===== config.mk =====
export PLATFORM = sky130hd
export DESIGN_NAME = vmchin_payer_flat
export DESIGN_NICKNAME = d
export VERILOG_FILES = /design/src/rtl/vmchin_pkg.sv /design/src/rtl/vmchin_payer_if.sv /design/src/rtl/vmchin_payer.sv /design/src/flat_wrapper.sv
export SDC_FILE = /design/constraint.sdc
export NUM_CORES = 1
export LEC_CHECK = 0
export ABC_AREA = 1
export CAP_MARGIN = 20
export CORE_ASPECT_RATIO = 0.9
export CORE_MARGIN = 10
export CORE_UTILIZATION = 40
export CTS_CLUSTER_SIZE = 24
export DETAILED_ROUTE_END_ITERATION = 7
export SLEW_MARGIN = 15
export SYNTH_ARGS = -nofsm -noshare
export SYNTH_HDL_FRONTEND = slang
export SYNTH_SLANG_ARGS = --single-unit
export TNS_END_PERCENT = 20

===== constraint.sdc =====
create_clock -name clk -period 2.7 [get_ports clk]
set_clock_uncertainty 0.2 [all_clocks]
set_input_delay 0.405 -clock clk [delete_from_list [all_inputs] [get_ports clk]]
set_output_delay 0.405 -clock clk [all_outputs]
set_load 0.01 [all_outputs]

===== src/rtl/vmchin_pkg.sv =====
// Shared constants and types for the coin payer and the vending-machine side.
// Latency: n/a (package only).
// Backpressure: n/a.
package vmchin_pkg;

    // Purchase price in rupees; 3 bits holds any paid amount (max 4).
    localparam logic [2:0] PRICE     = 3'd3;
    localparam logic [2:0] COIN1_VAL = 3'd1;
    localparam logic [2:0] COIN2_VAL = 3'd2;

    typedef enum logic [1:0] {
        ST_IDLE = 2'd0,
        ST_COIN = 2'd1,
        ST_WAIT = 2'd2
    } state_t;

    // Total rupee value of a wallet (max 15 + 30 = 45).
    function automatic logic [5:0] wallet_value(input logic [3:0] n1,
                                                input logic [3:0] n2);
        return {2'b00, n1} + {1'b0, n2, 1'b0};
    endfunction

endpackage


===== src/rtl/vmchin_payer_if.sv =====
// Handshake bundle between the payer and the vending machine / wallet loader.
// Latency: n/a (wires only).
// Backpressure: none; all strobes are single-cycle pulses.
// Ports: load/n1_load/n2_load/start/pr/re toward the payer (slave inputs);
//        rs1/rs2/busy/done/fail/w1/w2/chg_cnt from the payer (slave outputs).
interface vmchin_payer_if;
    logic       load;
    logic [3:0] n1_load;
    logic [3:0] n2_load;
    logic       start;
    logic       pr;
    logic       re;
    logic       rs1;
    logic       rs2;
    logic       busy;
    logic       done;
    logic       fail;
    logic [3:0] w1;
    logic [3:0] w2;
    logic [7:0] chg_cnt;

    modport slave (
        input  load, n1_load, n2_load, start, pr, re,
        output rs1, rs2, busy, done, fail, w1, w2, chg_cnt
    );

    modport master (
        output load, n1_load, n2_load, start, pr, re,
        input  rs1, rs2, busy, done, fail, w1, w2, chg_cnt
    );
endinterface


===== src/rtl/vmchin_payer.sv =====
// Pays a fixed price from a 1/2-rupee wallet, one coin every 2 cycles, then waits for release.
// Latency: coin pulse 1 cycle after COIN entry; done/fail pulse 1 cycle after the deciding sample.
// Backpressure: none; start/load outside IDLE are dropped, no purchase is queued.
// Ports: clk, rst (async active-high), bus (vmchin_payer_if.slave).
// Optional: VMPAY_CHANGE_CHECK_EN makes a wrong change return at release a failure.
module vmchin_payer
    import vmchin_pkg::*;
#(
    parameter int TIMEOUT = 4
) (
    input  logic           clk,
    input  logic           rst,
    vmchin_payer_if.slave  bus
);

    localparam int             TW       = (TIMEOUT > 1) ? $clog2(TIMEOUT) : 1;
    localparam logic [TW-1:0]  TMO_LAST = TW'(TIMEOUT - 1);

    state_t        state_q, state_d;
    logic [2:0]    paid_q,  paid_d;
    logic [TW-1:0] tmo_q,   tmo_d;
    logic          rs1_q,   rs1_d;
    logic          rs2_q,   rs2_d;
    logic          done_q,  done_d;
    logic          fail_q,  fail_d;
    logic [3:0]    w1_q,    w1_d;
    logic [3:0]    w2_q,    w2_d;
    logic [7:0]    chg_q,   chg_d;

    logic [2:0]    remain;
    logic          pick2;
    logic          change_ok;

    always_comb begin
        state_d = state_q;
        paid_d  = paid_q;
        tmo_d   = tmo_q;
        rs1_d   = 1'b0;
        rs2_d   = 1'b0;
        done_d  = 1'b0;
        fail_d  = 1'b0;
        w1_d    = w1_q;
        w2_d    = w2_q;
        chg_d   = chg_q;

        // Only meaningful in COIN, where paid never exceeds PRICE.
        remain = PRICE - paid_q;
        // Prefer a 2-rupee coin while 2+ is still owed; also use one for the
        // last rupee when no 1-rupee coin is left (overpays by one).
        pick2  = ((remain >= 3'd2) && (w2_q != 4'd0)) ||
                 ((remain == 3'd1) && (w1_q == 4'd0));

`ifdef VMPAY_CHANGE_CHECK_EN
        // Change is owed exactly when one rupee was overpaid.
        change_ok = (bus.re == (paid_q == (PRICE + 3'd1)));
`else
        change_ok = 1'b1;
`endif

        case (state_q)
            ST_IDLE: begin
                if (bus.load) begin
                    w1_d = bus.n1_load;
                    w2_d = bus.n2_load;
                end else if (bus.start) begin
                    if (wallet_value(w1_q, w2_q) < {3'b000, PRICE}) begin
                        fail_d = 1'b1;
                    end else begin
                        paid_d  = 3'd0;
                        tmo_d   = '0;
                        state_d = ST_COIN;
                    end
                end
            end
            ST_COIN: begin
                if (pick2) begin
                    rs2_d  = 1'b1;
                    w2_d   = w2_q - 4'd1;
                    paid_d = paid_q + COIN2_VAL;
                end else begin
                    rs1_d  = 1'b1;
                    w1_d   = w1_q - 4'd1;
                    paid_d = paid_q + COIN1_VAL;
                end
                tmo_d   = '0;
                state_d = ST_WAIT;
            end
            ST_WAIT: begin
                if (bus.pr) begin
                    // Change is banked even when the purchase is judged failed.
                    if (bus.re) begin
                        if (w1_q != 4'hF) begin
                            w1_d = w1_q + 4'd1;
                        end
                        chg_d = chg_q + 8'd1;
                    end
                    if ((paid_q >= PRICE) && change_ok) begin
                        done_d = 1'b1;
                    end else begin
                        fail_d = 1'b1;
                    end
                    state_d = ST_IDLE;
                end else if (bus.re) begin
                    fail_d  = 1'b1;
                    state_d = ST_IDLE;
                end else if (paid_q < PRICE) begin
                    state_d = ST_COIN;
                end else if (tmo_q == TMO_LAST) begin
                    fail_d  = 1'b1;
                    tmo_d   = '0;
                    state_d = ST_IDLE;
                end else begin
                    tmo_d = tmo_q + 1'b1;
                end
            end
            default: begin
                state_d = ST_IDLE;
            end
        endcase
    end

    always_ff @(posedge clk or posedge rst) begin
        if (rst) begin
            state_q <= ST_IDLE;
            paid_q  <= 3'd0;
            tmo_q   <= '0;
            rs1_q   <= 1'b0;
            rs2_q   <= 1'b0;
            done_q  <= 1'b0;
            fail_q  <= 1'b0;
            w1_q    <= 4'd0;
            w2_q    <= 4'd0;
            chg_q   <= 8'd0;
        end else begin
            state_q <= state_d;
            paid_q  <= paid_d;
            tmo_q   <= tmo_d;
            rs1_q   <= rs1_d;
            rs2_q   <= rs2_d;
            done_q  <= done_d;
            fail_q  <= fail_d;
            w1_q    <= w1_d;
            w2_q    <= w2_d;
            chg_q   <= chg_d;
        end
    end

    assign bus.rs1     = rs1_q;
    assign bus.rs2     = rs2_q;
    assign bus.busy    = (state_q != ST_IDLE);
    assign bus.done    = done_q;
    assign bus.fail    = fail_q;
    assign bus.w1      = w1_q;
    assign bus.w2      = w2_q;
    assign bus.chg_cnt = chg_q;

endmodule


===== src/flat_wrapper.sv =====
// flat-port wrapper written by rule: the top's interface ports become plain ports
module vmchin_payer_flat import vmchin_pkg::*;
#(
    parameter int TIMEOUT = 4
)
  (clk, rst, bus_load, bus_n1_load, bus_n2_load, bus_start, bus_pr, bus_re, bus_rs1, bus_rs2, bus_busy, bus_done, bus_fail, bus_w1, bus_w2, bus_chg_cnt);
  vmchin_payer_if bus_i ();
  input  logic clk;
  input  logic rst;
  input wire logic [$bits(bus_i.load)-1:0] bus_load;
  input wire logic [$bits(bus_i.n1_load)-1:0] bus_n1_load;
  input wire logic [$bits(bus_i.n2_load)-1:0] bus_n2_load;
  input wire logic [$bits(bus_i.start)-1:0] bus_start;
  input wire logic [$bits(bus_i.pr)-1:0] bus_pr;
  input wire logic [$bits(bus_i.re)-1:0] bus_re;
  output wire logic [$bits(bus_i.rs1)-1:0] bus_rs1;
  output wire logic [$bits(bus_i.rs2)-1:0] bus_rs2;
  output wire logic [$bits(bus_i.busy)-1:0] bus_busy;
  output wire logic [$bits(bus_i.done)-1:0] bus_done;
  output wire logic [$bits(bus_i.fail)-1:0] bus_fail;
  output wire logic [$bits(bus_i.w1)-1:0] bus_w1;
  output wire logic [$bits(bus_i.w2)-1:0] bus_w2;
  output wire logic [$bits(bus_i.chg_cnt)-1:0] bus_chg_cnt;
  assign bus_i.load = bus_load;
  assign bus_i.n1_load = bus_n1_load;
  assign bus_i.n2_load = bus_n2_load;
  assign bus_i.start = bus_start;
  assign bus_i.pr = bus_pr;
  assign bus_i.re = bus_re;
  assign bus_rs1 = bus_i.rs1;
  assign bus_rs2 = bus_i.rs2;
  assign bus_busy = bus_i.busy;
  assign bus_done = bus_i.done;
  assign bus_fail = bus_i.fail;
  assign bus_w1 = bus_i.w1;
  assign bus_w2 = bus_i.w2;
  assign bus_chg_cnt = bus_i.chg_cnt;
  vmchin_payer #(.TIMEOUT(TIMEOUT)) u_core (.clk(clk), .rst(rst), .bus(bus_i));
endmodule

==> results.yml <==
worst_setup_path:
  cpMaxStageDelayCell: "clkdlybuf4s50_1"
  crit_fanout: 10
  timing_worst_setup_path_type: "flop to output port"
  rrSetupSlack_ps: 340
  arrival_ps: 1820
  rr_endpoint: "u_core.bus.w1[3]$_DFFE_PP0P_"
  critPathRequiredTime_ps: 2100
  cpPeakStageDelay_ps: 540
  endpoint_kind: "output port"
  path_buf_inv: 3
  crit_family: "buffers and inverters"
  crit_top_cell: "inv_1"
  crit_chain: "inv_1, ha_1, inv_1, clkdlybuf4s50_1"
  cp-start-kind: "flop"
  rr_worst_depth: 11
  r2r_start: "u_core.state_q[0]$_DFFE_PP0P_"
sta:
  tightest_slew_ps: 377.8
  fin_crit_sh: 0.8973
  relSlewSlack: 0.7481
  hold_violations: 0
  grt_setup_unrepaired: "no"
  max_freq_ghz: 0.4128
  setup_violations: 0
  slew_viol_final: 0
  setup_slack_ps: 277.3
  setup_tns_ps: 0
  period_needed_ps: 2423
global_route:
  grtUsageMet3: 0.04004
  busiest_layer: "met2"
  grt_max_degree: 28
  grt_pass1_wl_um: 7162
  met2_usage: 0.1704
  antenna_found_initial: 0
  grt_overflow: 0
  grt_usage: 0.1088
  use_met1: 0.1406
  grt_pass1_vias: 1512
route:
  vias: 1576
  first_pass_iters: 4
  routed_via_density: 4.608
  routed_wl_um: 4095
  drt_iter0_drc: 106
  wl_per_cell_um: 11.97
  drc_errors: 0
  postRouteAntennaNets: 0
logic_synthesis:
  syn_avg_cell_area_um2: 7.600
  synthMuxAreaShare: 0
  synth_cells: 244
  synth_simple_gate_area_frac: 0.2908
  synth-adder-area-share: 0.1430
  synth_compound_area_frac: 0.07827
  synth_nets: 278
  synth_cell_types: 21
  synth_enable_flop_cells: 0
  synth-seq-cells: 27
  ys.flop_type: "dfrtp_1"
  synth_top_family_by_area: "simple AND/OR/NAND/NOR gates"
  yosys.area_share.xor_xnor: 0.04251
  ys_warn_count: 0
  ys_seq_area_frac: 0.3644
  synthArstFlopShare: 1.000
  syn_area_um2: 1854
clocking:
  clkSlewWorstSetupHoldPaths_ps: 100
  cts_tree: "built"
  cts.sinks: 27
  cts_hold_buf: 0
  clk_path_buf_depth: 2
  cts_buffers: 3
  post-cts-setup-buffers: 0
  clock_latency_ps: 280
  clock-root-buffer: "clkbuf_8"
  cts_resized: 0
  h-tree-depth: 1
pwr:
  p_leak_nw: 1.144
  p_seq_frac: 0.295
  p_switching_mw: 1.194
  power_density_nw_per_um2: 1072
  swShare: 0.4831
  peakVddDrop_mv: 0.6245
  internal_power_mw: 1.278
  clkPwrFrac: 0.098
  combPwrFrac: 0.606
finish:
  nets: 315
  finalNonFillerCells: 342
  final_core_util: 0.5170
  layout_common_cells: "nand2_1 (79), clkdlybuf4s50_1 (34), inv_1 (30)"
  fillCellCount: 455
  area_delta_synth_final_pct: 24.36
  num_antenna_cells: 0
  seq_area_um2: 675.6
  mostFrequentLayoutCell: "nand2_1"
  multi_input_comb_area_um2: 1028
  drive_gt1_frac: 0.06071
floorplan:
  dieArea_um2: 7763
  design.core.area_um2: 4461
  io_pins: 35
  die_x_um: 91.77
  die_height_um: 84.59
  start_util: 0.4157
  rows: 23
min_path:
  hp-class: "input port to async pin"
placed_design:
  dp_hpwl_um: 3225
  place.gp.congestion: 0.7574
  dp.cells: 338
  numPortBuffers: 34
  pre_cts_ws_ps: 344.6
status:
  status: "complete, no violations"
run:
  cap_violations: 0
-- power by group through the flow --
stage                     Combinational [mW]  Sequential [mW]  Clock [mW]
after global routing                    1.74            0.761       0.266
after global placement                  1.50            0.742           0
after floorplan                         1.01            0.747           0
final                                   1.50            0.730       0.243
after detailed placement                1.51            0.739           0
after CTS                               1.52            0.734       0.251
-- worst min-delay path, stage by stage --
cell and delay [ps]:
clkdlybuf4s50_1 400, inv_1 50, buf_4 320
-- cells in the mapped netlist (3+ instances only) --
cell     number  share of area
nand2_1      79           0.16
dfrtp_1      27           0.36
buf_4         3          0.012
inv_2         4         0.0081
a21oi_1       6          0.016
nand4_1       4          0.013
nor2_1       14          0.028
o21ai_1       7          0.019
inv_1        30          0.061
xor2_1        4          0.019
nand3_1      18          0.049
o21ai_0      13          0.035
xnor2_1       5          0.024
ha_1         18           0.12
nand3_2       3          0.016
-- routing by layer --
layer / vias to the layer above / routed length, um
li1: 844 / -
met3: 2 / 265
met4: 0 / 21
met5: - / 0
met1: 696 / 2019
met2: 34 / 1788
-- registers in the layout, summed over array words and instances, names as in the netlist --
register            cells
u_core.bus.chg_cnt      8
u_core.bus.done         1
u_core.bus.fail         1
u_core.bus.rs1          1
u_core.bus.rs2          1
u_core.bus.w1           4
u_core.bus.w2           4
u_core.paid_q           3
u_core.state_q          2
u_core.tmo_q            2
-- kinds of logic after synthesis --
family          Yosys count
buf+inv                  37
fa+ha+maj                20
compound gates           28
flops                    27
xor+xnor                  9
simple gates            123
-- how the worst max path moves through the flow --
stage,startpoint,to,slack (ps),cells past startpoint
floorplan,u_core.bus.w1[1]$_DFFE_PP0P_,u_core.paid_q[2]$_DFFE_PP0P_,680,10
global placement,u_core.state_q[0]$_DFFE_PP0P_,u_core.bus.w1[3]$_DFFE_PP0P_,380,10
detailed placement,u_core.state_q[0]$_DFFE_PP0P_,u_core.bus.w1[3]$_DFFE_PP0P_,340,11
CTS,u_core.state_q[0]$_DFFE_PP0P_,bus_busy,260,4
global route,u_core.state_q[0]$_DFFE_PP0P_,u_core.bus.w1[3]$_DFFE_PP0P_,130,10
finish,u_core.state_q[0]$_DFFE_PP0P_,bus_busy,280,4
-- area by class of cell --
class	count	share of cell area
multi-input cells	180	0.4460
well taps	62	0.03364
clock buffers	3	0.01791
repair buffers	35	0.1508
flip-flops and latches	27	0.2930
clock inverters	1	0.003256
inverters	34	0.05534
-- metrics by stage --
step,power [mW],instance area (um^2),hold slack [ps]
5_1_grt,2.770,2306,311.9
3_5_place_dp,2.244,2257,294.4
4_1_cts,2.501,2306,292.2
2_1_floorplan,1.754,1854,257.7
6_report,2.472,2306,284.1
3_3_place_gp,2.242,2257,281.0
No activity file was read; power rests on OpenSTA's default activity.
